$ cat config.mk
export PLATFORM = sky130hd
export DESIGN_NAME = ssd_scan_decoder
export DESIGN_NICKNAME = d
export VERILOG_FILES = /design/src/rtl/ssd_scan_decoder.sv
export SDC_FILE = /design/constraint.sdc
export NUM_CORES = 1
export LEC_CHECK = 0
export CORE_UTILIZATION = 45
export CTS_BUF_LIST = sky130_fd_sc_hd__clkbuf_16
export DETAILED_ROUTE_END_ITERATION = 8
export DONT_BUFFER_PORTS = 1
export PLACE_DENSITY = 0.65
export SKIP_CTS_REPAIR_TIMING = 1
export SYNTH_ARGS = -nofsm -noshare
export SYNTH_HDL_FRONTEND = slang
export SYNTH_SLANG_ARGS = --single-unit
$ cat constraint.sdc
create_clock -name i_clk -period 4.1 [get_ports i_clk]
set_input_delay 0.82 -clock i_clk [delete_from_list [all_inputs] [get_ports i_clk]]
set_output_delay 0.82 -clock i_clk [all_outputs]
set_load 0.03 [all_outputs]
$ cat src/rtl/ssd_scan_decoder.sv
// ssd_scan_decoder: receive-side monitor for an 8-digit multiplexed seven-segment scan.
// Watches active-low anodes and {a,b,c,d,e,f,g,dp} cathodes. It reconstructs the code and
// decimal point shown on each digit and flags protocol errors.
//
// Ports:
//   i_clk          system clock
//   i_rst_n        asynchronous active-low reset
//   i_an[7:0]      anodes, active-low, bit i selects digit i
//   i_cath[7:0]    cathodes {Ca..Cg,Dp}, active-low, Ca is bit 7
//   i_err_clr      synchronous clear of the sticky error flags
//   o_digits[39:0] digit i code at [5i+4:5i]
//   o_digit_valid  digit i captured at least once since reset
//   o_dp           decimal point lit per digit
//   o_frame_done   one-cycle pulse once all eight digits have been captured
//   o_err_code     sticky: unrecognised segment pattern captured
//   o_err_anode    sticky: more than one anode low seen
module ssd_scan_decoder #(
    parameter int unsigned SETTLE_CYCLES = 16,
    parameter int unsigned CNT_W         = 8
) (
    input  logic        i_clk,
    input  logic        i_rst_n,
    input  logic [7:0]  i_an,
    input  logic [7:0]  i_cath,
    input  logic        i_err_clr,
    output logic [39:0] o_digits,
    output logic [7:0]  o_digit_valid,
    output logic [7:0]  o_dp,
    output logic        o_frame_done,
    output logic        o_err_code,
    output logic        o_err_anode
);

    typedef enum logic [1:0] {StIdle, StSettle, StHold} state_t;

    localparam logic [CNT_W-1:0] LP_CNT_LAST = CNT_W'(SETTLE_CYCLES - 1);
    localparam logic [4:0]       LP_CODE_OFF = 5'h10;
    localparam logic [4:0]       LP_CODE_BAD = 5'h1F;

    // Synchronizers and previous-sample registers
    logic [7:0]       r_an_meta;
    logic [7:0]       r_an_sync;
    logic [7:0]       r_cath_meta;
    logic [7:0]       r_cath_sync;
    logic [7:0]       r_prev_an;
    logic [7:0]       r_prev_cath;

    // FSM state
    state_t           r_state;
    state_t           w_state_next;
    logic [2:0]       r_k;
    logic [2:0]       w_k_next;
    logic [CNT_W-1:0] r_cnt;
    logic [CNT_W-1:0] w_cnt_next;

    // Datapath registers
    logic [4:0]       r_digit [8];
    logic [7:0]       r_valid;
    logic [7:0]       r_dp;
    logic [7:0]       r_seen;
    logic             r_frame_done;
    logic             r_err_code;
    logic             r_err_anode;

    logic [3:0]       w_zeros;
    logic [2:0]       w_low_idx;
    logic             w_changed;
    logic             w_capture;
    logic             w_anode_err;
    logic [4:0]       w_code;
    logic [7:0]       w_cap_mask;
    logic [7:0]       w_seen_next;
    logic             w_frame;

    // Two-flop synchronizers; idle level is all-ones so reset looks like "no digit selected"
    always_ff @(posedge i_clk or negedge i_rst_n) begin
        if (!i_rst_n) begin
            r_an_meta   <= 8'hFF;
            r_an_sync   <= 8'hFF;
            r_cath_meta <= 8'hFF;
            r_cath_sync <= 8'hFF;
        end else begin
            r_an_meta   <= i_an;
            r_an_sync   <= r_an_meta;
            r_cath_meta <= i_cath;
            r_cath_sync <= r_cath_meta;
        end
    end

    // Segment decode of abcdefg (active-low)
    always_comb begin
        w_code = LP_CODE_BAD;
        case (r_cath_sync[7:1])
            7'b0000001: w_code = 5'h00;
            7'b1001111: w_code = 5'h01;
            7'b0010010: w_code = 5'h02;
            7'b0000110: w_code = 5'h03;
            7'b1001100: w_code = 5'h04;
            7'b0100100: w_code = 5'h05;
            7'b0100000: w_code = 5'h06;
            7'b0001111: w_code = 5'h07;
            7'b0000000: w_code = 5'h08;
            7'b0000100: w_code = 5'h09;
            7'b0001000: w_code = 5'h0A;
            7'b1100000: w_code = 5'h0B;
            7'b0110001: w_code = 5'h0C;
            7'b1000010: w_code = 5'h0D;
            7'b0110000: w_code = 5'h0E;
            7'b0111000: w_code = 5'h0F;
            7'b1111111: w_code = 5'h10;
            7'b1000100: w_code = 5'h11;
            7'b0000010: w_code = 5'h12;
            7'b1110001: w_code = 5'h13;
            default:    w_code = LP_CODE_BAD;
        endcase
    end

    // Count low anodes and remember which one (only meaningful when exactly one is low)
    always_comb begin
        w_zeros   = 4'd0;
        w_low_idx = 3'd0;
        for (int i = 0; i < 8; i++) begin
            if (!r_an_sync[i]) begin
                w_zeros   = w_zeros + 4'd1;
                w_low_idx = 3'(i);
            end
        end
    end

    assign w_changed = (r_an_sync != r_prev_an) || (r_cath_sync != r_prev_cath);

    // Next-state logic. "Re-evaluate" starts a fresh settle from the current anode pattern,
    // which also covers a cathode-only change (same digit index, counter restarted).
    always_comb begin
        logic w_eval;
        w_state_next = r_state;
        w_k_next     = r_k;
        w_cnt_next   = r_cnt;
        w_capture    = 1'b0;
        w_anode_err  = 1'b0;
        w_eval       = 1'b0;

        case (r_state)
            StIdle: w_eval = 1'b1;
            StSettle: begin
                if (w_changed) begin
                    w_eval = 1'b1;
                end else if (r_cnt == LP_CNT_LAST) begin
                    w_capture    = 1'b1;
                    w_state_next = StHold;
                end else begin
                    w_cnt_next = r_cnt + CNT_W'(1);
                end
            end
            StHold: begin
                if (w_changed) w_eval = 1'b1;
            end
            default: w_state_next = StIdle;
        endcase

        if (w_eval) begin
            w_cnt_next = '0;
            if (w_zeros == 4'd0) begin
                w_state_next = StIdle;
            end else if (w_zeros == 4'd1) begin
                w_state_next = StSettle;
                w_k_next     = w_low_idx;
            end else begin
                w_state_next = StIdle;
                w_anode_err  = 1'b1;
            end
        end
    end

    always_ff @(posedge i_clk or negedge i_rst_n) begin
        if (!i_rst_n) begin
            r_state     <= StIdle;
            r_k         <= 3'd0;
            r_cnt       <= '0;
            r_prev_an   <= 8'hFF;
            r_prev_cath <= 8'hFF;
        end else begin
            r_state     <= w_state_next;
            r_k         <= w_k_next;
            r_cnt       <= w_cnt_next;
            r_prev_an   <= r_an_sync;
            r_prev_cath <= r_cath_sync;
        end
    end

    // Frame tracking: a completed mask pulses frame_done one edge later and restarts, keeping
    // any capture that lands on that same edge as the first member of the new frame.
    always_comb begin
        w_cap_mask  = w_capture ? (8'h01 << r_k) : 8'h00;
        w_frame     = (r_seen == 8'hFF);
        w_seen_next = w_frame ? w_cap_mask : (r_seen | w_cap_mask);
    end

    always_ff @(posedge i_clk or negedge i_rst_n) begin
        if (!i_rst_n) begin
            for (int i = 0; i < 8; i++) r_digit[i] <= LP_CODE_OFF;
            r_valid      <= 8'h00;
            r_dp         <= 8'h00;
            r_seen       <= 8'h00;
            r_frame_done <= 1'b0;
            r_err_code   <= 1'b0;
            r_err_anode  <= 1'b0;
        end else begin
            if (w_capture) begin
                r_digit[r_k] <= w_code;
                r_dp[r_k]    <= ~r_cath_sync[0];
                r_valid[r_k] <= 1'b1;
            end
            r_seen       <= w_seen_next;
            r_frame_done <= w_frame;
            // A new error on the same edge as a clear keeps the flag set
            if (w_capture && (w_code == LP_CODE_BAD)) r_err_code <= 1'b1;
            else if (i_err_clr)                       r_err_code <= 1'b0;
            if (w_anode_err)    r_err_anode <= 1'b1;
            else if (i_err_clr) r_err_anode <= 1'b0;
        end
    end

    always_comb begin
        o_digits = '0;
        for (int i = 0; i < 8; i++) o_digits[5*i +: 5] = r_digit[i];
    end

    assign o_digit_valid = r_valid;
    assign o_dp          = r_dp;
    assign o_frame_done  = r_frame_done;
    assign o_err_code    = r_err_code;
    assign o_err_anode   = r_err_anode;

endmodule

Word level (Yosys, flattened, before mapping). Cells that the tools add are included.

Input bits: 19. Word-level logic and storage cells: 133. Register bits after elaboration: 128. Output and inout port bits: 59.

Equal/unequal tests: 32. Bitwise logic cells: 5. $lt $le $gt $ge: 4. Add/subtract/negate cells: 8. Multiplexer cells: 45. Shift operators: 1. Reductions and logical operators: 15.

Operators by type and width (count): $pmux 5 s20 (1); $eq 7x7->1 const B (7); $mux 8 (6); $bwmux 40 (1); $eq 7x6->1 const B (5); $add 4x1->4 const B (7); $mux 4 (7); $mux 3 (6); $ne 8x8->1 (2); $or 8x8->8 (2); $demux 5 s3 (1); $mux 1 (15); $eq 7x3->1 const B (2); $eq 7x4->1 const B (2); $reduce_and 3->1 (3); $add 8x1->8 const B (1); $bwmux 8 (1); $eq 8x4->1 const B (1); $eq 8x8->1 const B (1); $shl 1x3->8 const A (1); $eq 7x1->1 const B (1); $eq 7x2->1 const B (1); $eq 7x5->1 const B (1); $logic_not 7->1 (1); 23 further kinds (34).

Depth between registers and ports, before layout. Gate-level depths: netlist of run 1.

Depth after elaboration: 20. Gate-level depth with buffers: 21. Depth with buffers taken out: 21.

Worst setup path before layout of run 1. No wires, ideal clock.

Kind: register -> register. Start: reg r_an_sync[0]. End: reg r_k[0]. Cell stages (with the launch flop): 21. Path slack: -0.176 ns. Setup time: 0.125 ns. Arrival: 4.151 ns. Path through: dfstp_2 -> inv_1 -> ha_1 -> xnor2_1 -> ha_1 -> nor2_1 -> a31oi_1 -> ha_1 -> nand2b_1 -> nand3_1 -> ha_1 -> nor2_1 -> nor2_1 -> ha_1 -> a2bb2oi_1 -> inv_1 -> ha_1 -> xor2_1 -> and3_1 -> o211ai_1 -> mux2_2.

Word-level cells in the longest chain between the ends: 18. Elaborated cells between the ends (all ways): 23. Classes of those cells: add/sub (7); eq/ne (2); mux (10); bitwise (1); reduce/logical (3).

RTL lines: start: declaration (RTL line 42) `logic [7:0] r_an_sync;`; start signal: assignment (RTL line 84) `r_an_sync <= r_an_meta;`; $mux 1 (RTL line 123) `if (!r_an_sync[i]) begin`; $add 4x1->4 (RTL line 124) `w_zeros = w_zeros + 4'd1;`; $mux 4 (RTL line 123); $add 4x1->4 (RTL line 124); $mux 4 (RTL line 123); $add 4x1->4 (RTL line 124); $mux 4 (RTL line 123); $add 4x1->4 (RTL line 124); [2 not listed]; $mux 4 (RTL line 123); $add 4x1->4 (RTL line 124); $mux 4 (RTL line 123); $add 4x1->4 (RTL line 124); $mux 4 (RTL line 123); $logic_not 4->1 (RTL line 163) `if (w_zeros == 4'd0) begin`; $not 1->1 (no line); $reduce_and 3->1 (no line) (*); end signal: assignment (RTL line 184) `r_k <= w_k_next;`; end: declaration (RTL line 51) `logic [2:0] r_k;`.

Every way passes the cells marked *; elsewhere a longest branch is shown, timed or not. A chain may end at the register's enable or synchronous reset.

Final worst setup path of run 1.
Start: reg r_an_sync[1]. End: reg r_k[0].

Word-level cells in the longest chain between the ends: 16. Elaborated cells between the ends (all ways): 28. Classes of those cells: add/sub (6); eq/ne (2); mux (16); bitwise (1); reduce/logical (3).

RTL lines (RTL line): $mux 4 (123); $add 4x1->4 (124); $mux 4 (123); $add 4x1->4 (124); $mux 4 (123); $add 4x1->4 (124); $mux 4 (123); $add 4x1->4 (124); $mux 4 (123); $add 4x1->4 (124); $mux 4 (123); $add 4x1->4 (124); $mux 4 (123); $logic_not 4->1 (163); $not 1->1 (no line); $reduce_and 3->1 (no line).

Parallel ways exist; a longest one is shown, timed or not.

==> results of run 1 <==
==> area by class of cell <==
type,instances,area (µm²)
inverter,24,90.09
timing repair buffer,20,150.1
clock inverter,15,148.9
sequential,128,3273
clock buffer,17,425.4
fill,1057,5872
multi-input combinational,309,2394
tap,172,215.2
==> how the worst max path moves through the flow <==
stage | from | to
finish | r_an_sync[1] | r_k[0]
global placement | r_an_sync[0] | r_k[0]
detailed placement | r_an_sync[0] | r_k[2]
CTS | r_an_sync[0] | r_k[2]
global route | r_an_sync[1] | r_k[0]
floorplan | r_an_sync[0] | r_k[0]
==> report_power, final <==
part	leakage, nW	total, W	switching, W	internal (W)
clock network	0.285	0.00145	0.000601	0.000854
registers	1.58	0.00141	0.0000773	0.00133
logic	1.19	0.000424	0.000208	0.000217
==> state kept, by name (all words and copies together), names as in the netlist, 2 cells and up <==
name and cells:
r_state 2, o_digit_valid 8, r_k 3, r_seen 8
r_prev_cath 8, r_prev_an 8, r_cnt 8, o_dp 8
o_digits 40, r_an_sync 8, r_cath_meta 8, r_cath_sync 8
r_an_meta 8
==> worst register-to-register path, delay by kind of cell (launching register included) <==
family,cells,cell delay [ps]
adders and majority gates,6,1640
xor gates and xnor gates,2,280
buffers and inverters,3,290
and+or+nand+nor,6,700
muxes,1,300
AOI/OAI and AO/OA,3,410
DFF,1,550
==> logic make-up (layout without fill, tap and decap cells) <==
group / after synthesis / count (layout)
multiplexers: 50 / 50
flip-flops: 128 / 128
AO/OA/AOI/OAI: 76 / 76
buffers and inverters: 51 / 76
AND/OR/NAND/NOR: 139 / 139
adder cells (fa/ha/maj): 12 / 12
XOR/XNOR: 32 / 32
==> routing by layer <==
layer	vias up	track usage, %	wire length (µm)	part of all wire, %
li1	1752	-	-	-
met1	1868	23.51	5010	43
met2	113	29.84	5785	49
met3	22	6.853	732	6.2
met4	0	7.446	217	1.8
met5	-	0	0	0
==> metrics by stage <==
stage,setup TNS (ps),hold WS [ps]
after CTS,-619.8,82.28
final,-543.5,117.7
after floorplan,0,345.2
after global routing,-1477,85.83
after detailed placement,-482.5,346.8
after global placement,0,347.0
==> cells in the final DEF (no fill, tap or decap), types with 3 or more instances in the layout <==
cell       instances
a211oi_1           3
a21o_1             4
a21oi_1           13
a31oi_1            5
and3_1             6
buf_4             20
clkbuf_16         17
clkinv_4           3
dfrtp_1           72
dfstp_2           56
ha_1               9
inv_1             22
inv_6              7
mux2_2            41
mux2_4             3
mux2i_1            6
nand2_1           33
nand2b_1           7
nand3_1           11
nand3b_1           3
nand4_1            9
nor2_1            21
nor2b_1            9
nor3_1             6
nor4_1             7
nor4b_1            5
o21ai_0           21
o311ai_0           3
o31ai_1            5
or2_2              6
xnor2_1            4
xor2_1            23
==> metrics.yaml, run 1 <==
outcome:
  status: "finished, violations left"
  violations: "negative setup slack"
critical_path:
  arrival_ps: 4590
  r2r-end: "r_k[0]"
  reg2regPathDepth: 21
  path_cells: "inv_2, ha_4, xnor2_2, ha_1, nor2_1, a31oi_1, ha_1, nand2b_1, nand3_2, ha_4, nor2_2, nor2_1, ha_2, a2bb2oi_2, inv_1, ha_1, xor2_1, and3_1, o211ai_1, buf_4, mux2_4"
  critPathKind: "flip-flop to flip-flop"
  critPathCaptureType: "flip-flop"
  cpLargestDelayFamily: "adder cells"
  worstPathRequired_ps: 4400
  critPathMaxFanout: 4
  path_buf_inv: 3
  r2r_slack_ps: -190
  cpMaxStageDelayCell: "dfstp_2"
  worstReg2RegStart: "r_an_sync[1]"
  crit_cells: 21
  start_kind: "flip-flop"
  crit_top_cell: "ha_1"
  slowest_delay_ps: 550
route:
  dr.pass1.iters: 4
  drc: 0
  num_vias: 3755
  drt-total-wl_um: 11750
  wl_per_cell_um: 17.15
  drtIter0Drc: 236
  viasPerCell: 5.482
  ant_nets: 0
sta:
  worst_slew_pin_slew_ps: 687.7
  layout_setup_ws_ps: -185.8
  post-route-period-util_pct: 104.5
  finalSetupViolCount: 3
  fin_crit_ps: 4286
  slew_violations: 0
  slew_headroom_pct: 53.96
  hold_viol: 0
  worst_clock_skew_ps: 9.629
  rsz0062_at_grt: "yes"
  fmax_mhz: 233.3
place:
  dp_cells: 649
  dp_hpwl_um: 7627
  port-buffer-count: 0
  place_congestion: 0.8238
  pre_cts_ws_ps: -165.5
  place_area_um2: 6017
yosys:
  synth-simple-area-share_pct: 13.59
  ys.flop_type: "dfrtp_1"
  netlist_instances: 488
  yosysWarnings: 0
  synth_seq_cells: 128
  synthTopCellsByArea: "dfrtp_1 (31%), dfstp_2 (25%), mux2_2 (8.6%)"
  seq_area_frac_synth_pct: 56.68
  yosysMostFrequentCell: "dfrtp_1"
  synth_top_area_cell: "dfrtp_1"
  synth_edf_count: 0
  synth_cell_types: 59
  synth_top_family_by_area: "simple AND/OR/NAND/NOR gates"
  synth_compound_area_share_pct: 8.689
  syn_nets: 519
  synth.top_cells.by_count: "dfrtp_1 (72), dfstp_2 (56), mux2_2 (44)"
  yosys.area_share.adder_pct: 2.600
  synthMuxAreaShare_pct: 9.621
  synth_area_um2: 5774
  avgSynthCellArea_um2: 11.83
  synth_top_area_share_pct: 31.20
  synth-xor-area-share_pct: 5.330
  synth-async-reset-ratio_pct: 100.0
finish:
  drive_gt1_share_pct: 34.31
  fin_nets: 531
  stdcell_area_um2: 6696
  syn_to_final_growth_pct: 15.97
  fin_cells: 685
  utilization_pct: 53.28
  diodes: 0
clock_tree:
  clockBufferDepth: 2
  htree_num_levels: 4
  cts-root-buf: "clkbuf_16"
  numCtsBuffers: 17
  cts_tree: "done"
  clkLatencyLatePin_ps: 420
  clkTransAtPathRegs_ps: 60
  cts.sinks: 128
global_route:
  gr-total-overflow: 0
  grt_max_degree: 129
  grt_usage_pct: 18.84
  grt_pass1_wl_um: 18890
  antenna_found_initial: 0
  grt_pass1_vias: 3705
floorplan:
  die_h_um: 115.3
  rows: 41
  ioPinCount: 78
  initial_core_util_pct: 45.94
  die_w_um: 115.3
  core_um2: 12570
  die_area_um2: 13290
power_and_ir_drop:
  leakage_nw: 3.055
  power_w: 0.003286
  p_per_area_nw_per_um2: 490.7
  vdd_drop_max_v: 0.0003385
hold_path:
  hold_class: "input pin to asynchronous set/reset pin"
run:
  cap_violations: 0
No activity file was read; power rests on OpenSTA's default activity.
==> run 2, diff against run 1 <==
--- a/config.mk
+++ b/config.mk
@@ -6,4 +6,5 @@
 export NUM_CORES = 1
 export LEC_CHECK = 0
+export CORE_MARGIN = 2
 export CORE_UTILIZATION = 45
 export CTS_BUF_LIST = sky130_fd_sc_hd__clkbuf_16
@@ -15,2 +16,3 @@
 export SYNTH_HDL_FRONTEND = slang
 export SYNTH_SLANG_ARGS = --single-unit
+export TNS_END_PERCENT = 50
==> constraint.sdc (replaced) <==
create_clock -name i_clk -period 4.1 [get_ports i_clk]
set_input_delay 0.615 -clock i_clk [delete_from_list [all_inputs] [get_ports i_clk]]
set_output_delay 0.615 -clock i_clk [all_outputs]
set_load 0.03 [all_outputs]
==> run 2 against run 1 <==
The run still ends with negative setup slack left. Final cell count grew 0.44%. Utilization up 0.63 points. Sequential power is essentially flat. Count of clock-buffer cells in the layout grew 1. Clock power barely moved. Register-to-register slack improved by 60 ps. Flip-flop and latch count did not move. Sequential share of layout area decreased by 0.57 points. Via count decreased by 0.88%. Global-route usage down 1.1 points. Power grew 1.2%.
==> metrics.yaml, run 2 (synthesized netlist as in run 1, its figures left out) <==
route:
  wl_met2_um: 5730  # -0.95%
  dr.pass1.iters: 6  # +2
  routed.top_layer: "met4"
  drt-total-wl_um: 11620  # -1.1%
  drt-met1-wl_um: 5072  # +1.2%
  viasPerCell: 5.410  # -1.3%
  drtIter0Drc: 211  # -11%
  wl_per_cell_um: 16.89  # -1.5%
  wl_met3_um: 652  # -11%
  num_vias: 3722  # -0.88%
  ant_nets: 0  # unchanged
  drc: 0  # unchanged
place:
  dp_hpwl_um: 7562  # -0.85%
  place_area_um2: 6017  # unchanged
  place_congestion: 0.8176  # -0.75%
  port-buffer-count: 0  # unchanged
finish:
  fillers: 1057  # unchanged
  largest_reg_flops: 40  # unchanged
  final_common_cell: "dfrtp_1"
  drive_gt1_share_pct: 35.47  # +1.2 points
  stdcell_area_um2: 6775  # +1.2%
  diodes: 0  # unchanged
  final_cell_mix: "dfrtp_1 (72), dfstp_2 (56), mux2_2 (41)"
  syn_to_final_growth_pct: 17.33
  utilization_pct: 53.91  # +0.63 points
  fin_nets: 534  # +0.56%
critical_path:
  crit_top_cell: "ha_4"
  critPathMaxFanout: 4  # unchanged
  cpLargestDelayFamily: "adder cells"
  cpMaxStageDelayCell: "dfstp_2"
  critPathKind: "flip-flop to flip-flop"
  path_cells: "inv_2, ha_4, xnor2_2, ha_1, nor2_1, a31oi_1, ha_1, nand2b_1, nand3_2, ha_4, nor2_4, nor2_4, ha_4, nand2b_4, xnor2_4, xnor2_2, xor2_1, and3_1, o211ai_1, buf_4, mux2_4"
  slowest_delay_ps: 570  # +20 ps
  critPathCaptureType: "flip-flop"
  path_buf_inv: 2  # -1
  arrival_ps: 4520  # -70 ps
  start_kind: "flip-flop"
  worstPathRequired_ps: 4400  # about the same
floorplan:
  core_um2: 12570  # unchanged
  initial_core_util_pct: 45.94  # unchanged
  ioPinCount: 78  # unchanged
  die_w_um: 117.3  # +1.7%
  die_area_um2: 13750  # +3.5%
  die_h_um: 117.3  # +1.7%
  rows: 41  # unchanged
sta:
  slew_headroom_pct: 54.03  # +0.070 points
  fmax_mhz: 236.5  # +1.3%
  worst_slew_pin_slew_ps: 686.6  # -1.048 ps
  worst_clock_skew_ps: 5.880  # -3.749 ps
  finalSetupViolCount: 3  # unchanged
  post-route-period-util_pct: 103.2  # -1.4 points
  setup_tns_ps: -383.6  # +159.9 ps
  layout_setup_ws_ps: -129.2  # +56.62 ps
  slew_violations: 0  # unchanged
  fin_crit_ps: 4229  # -56.62 ps
  rsz0062_at_grt: "yes"
  hold_viol: 0  # unchanged
power_and_ir_drop:
  pwr-share-clk_pct: 43.7  # -0.6 points
  p_per_area_nw_per_um2: 490.8  # about the same
  vdd_drop_max_v: 0.0002717  # -20%
  seqPwrFrac_pct: 42.3  # -0.5 points
  pwr-share-comb_pct: 13.9  # +1.0 points
  sw_frac_of_total_pct: 26.38  # -0.57 points
  switchingPower_w: 0.0008772  # -0.95%
  leakage_nw: 3.089  # +1.1%
  power.internal_w: 0.002448  # +2.0%
global_route:
  grt_usage_pct: 17.77  # -1.1 points
  grt_max_degree: 129  # unchanged
  gr-total-overflow: 0  # unchanged
  antenna_found_initial: 0  # unchanged
  grt_pass1_vias: 3662  # -1.2%
  grt_pass1_wl_um: 18650  # -1.2%
clock_tree:
  cts.sinks: 128  # unchanged
  cts-root-buf: "clkbuf_16"
  numCtsBuffers: 17  # unchanged
  clkTransAtPathRegs_ps: 60  # about the same
  clkLatencyLatePin_ps: 410  # about the same
  htree_num_levels: 4  # unchanged
  cts_tree: "done"
  clockBufferDepth: 2  # unchanged
run:
  cap_violations: 0  # unchanged
outcome:
  status: "finished, violations left"
  violations: "negative setup slack"
hold_path:
  hold_class: "input pin to asynchronous set/reset pin"
run 2: power groups by stage:
stage                     Clock [W]  Combinational, W  Sequential (W)
after floorplan                   0          0.000294         0.00138
after global placement            0          0.000334         0.00142
final                       0.00145          0.000463         0.00141
after global routing        0.00155          0.000517         0.00142
after detailed placement          0          0.000348         0.00143
after CTS                   0.00149          0.000350         0.00141
run 2: worst paths after layout:
kind,start,end,slack (ps),cells past startpoint
max in group asynchronous,i_rst_n,o_digits[31],3720,1
setup / recovery,r_an_sync[0],r_k[1],-130,21
hold reg to reg,r_an_meta[6],r_an_sync[6],350,0
setup reg to reg,r_an_sync[0],r_k[1],-130,21
min in group i_clk,i_an[2],r_an_meta[2],190,0
hold / removal,i_rst_n,r_an_meta[3],50,0
run 2: layout make-up:
class                           count  area, µm²  share of cell area, %
Inverter                           24      90.09                  1.330
Sequential cell                   128       3273                  48.31
Clock inverter                     14      128.9                  1.902
Clock buffer                       18      450.4                  6.648
Tap cell                          172      215.2                  3.176
Timing Repair Buffer               23      192.7                  2.844
Multi-Input combinational cell    309       2425                  35.79
run 2: through the flow:
step | hold WS (ps) | instances | worst slack [ps] | power, W
5_1_grt | 20.17 | 688 | -351.3 | 0.003490
4_1_cts | -121.2 | 681 | -184.2 | 0.003250
3_5_place_dp | 326.2 | 649 | -153.7 | 0.001776
2_1_floorplan | 319.4 | 488 | 13.61 | 0.001676
6_report | 46.10 | 688 | -129.2 | 0.003326
3_3_place_gp | 327.6 | 649 | 13.43 | 0.001757
run 2: per-layer routing:
metal | track usage, % | up-vias
li1 | - | 1758
met1 | 23.06 | 1844
met2 | 27.24 | 107
met3 | 6.488 | 13
met4 | 6.902 | 0
met5 | 0 | -
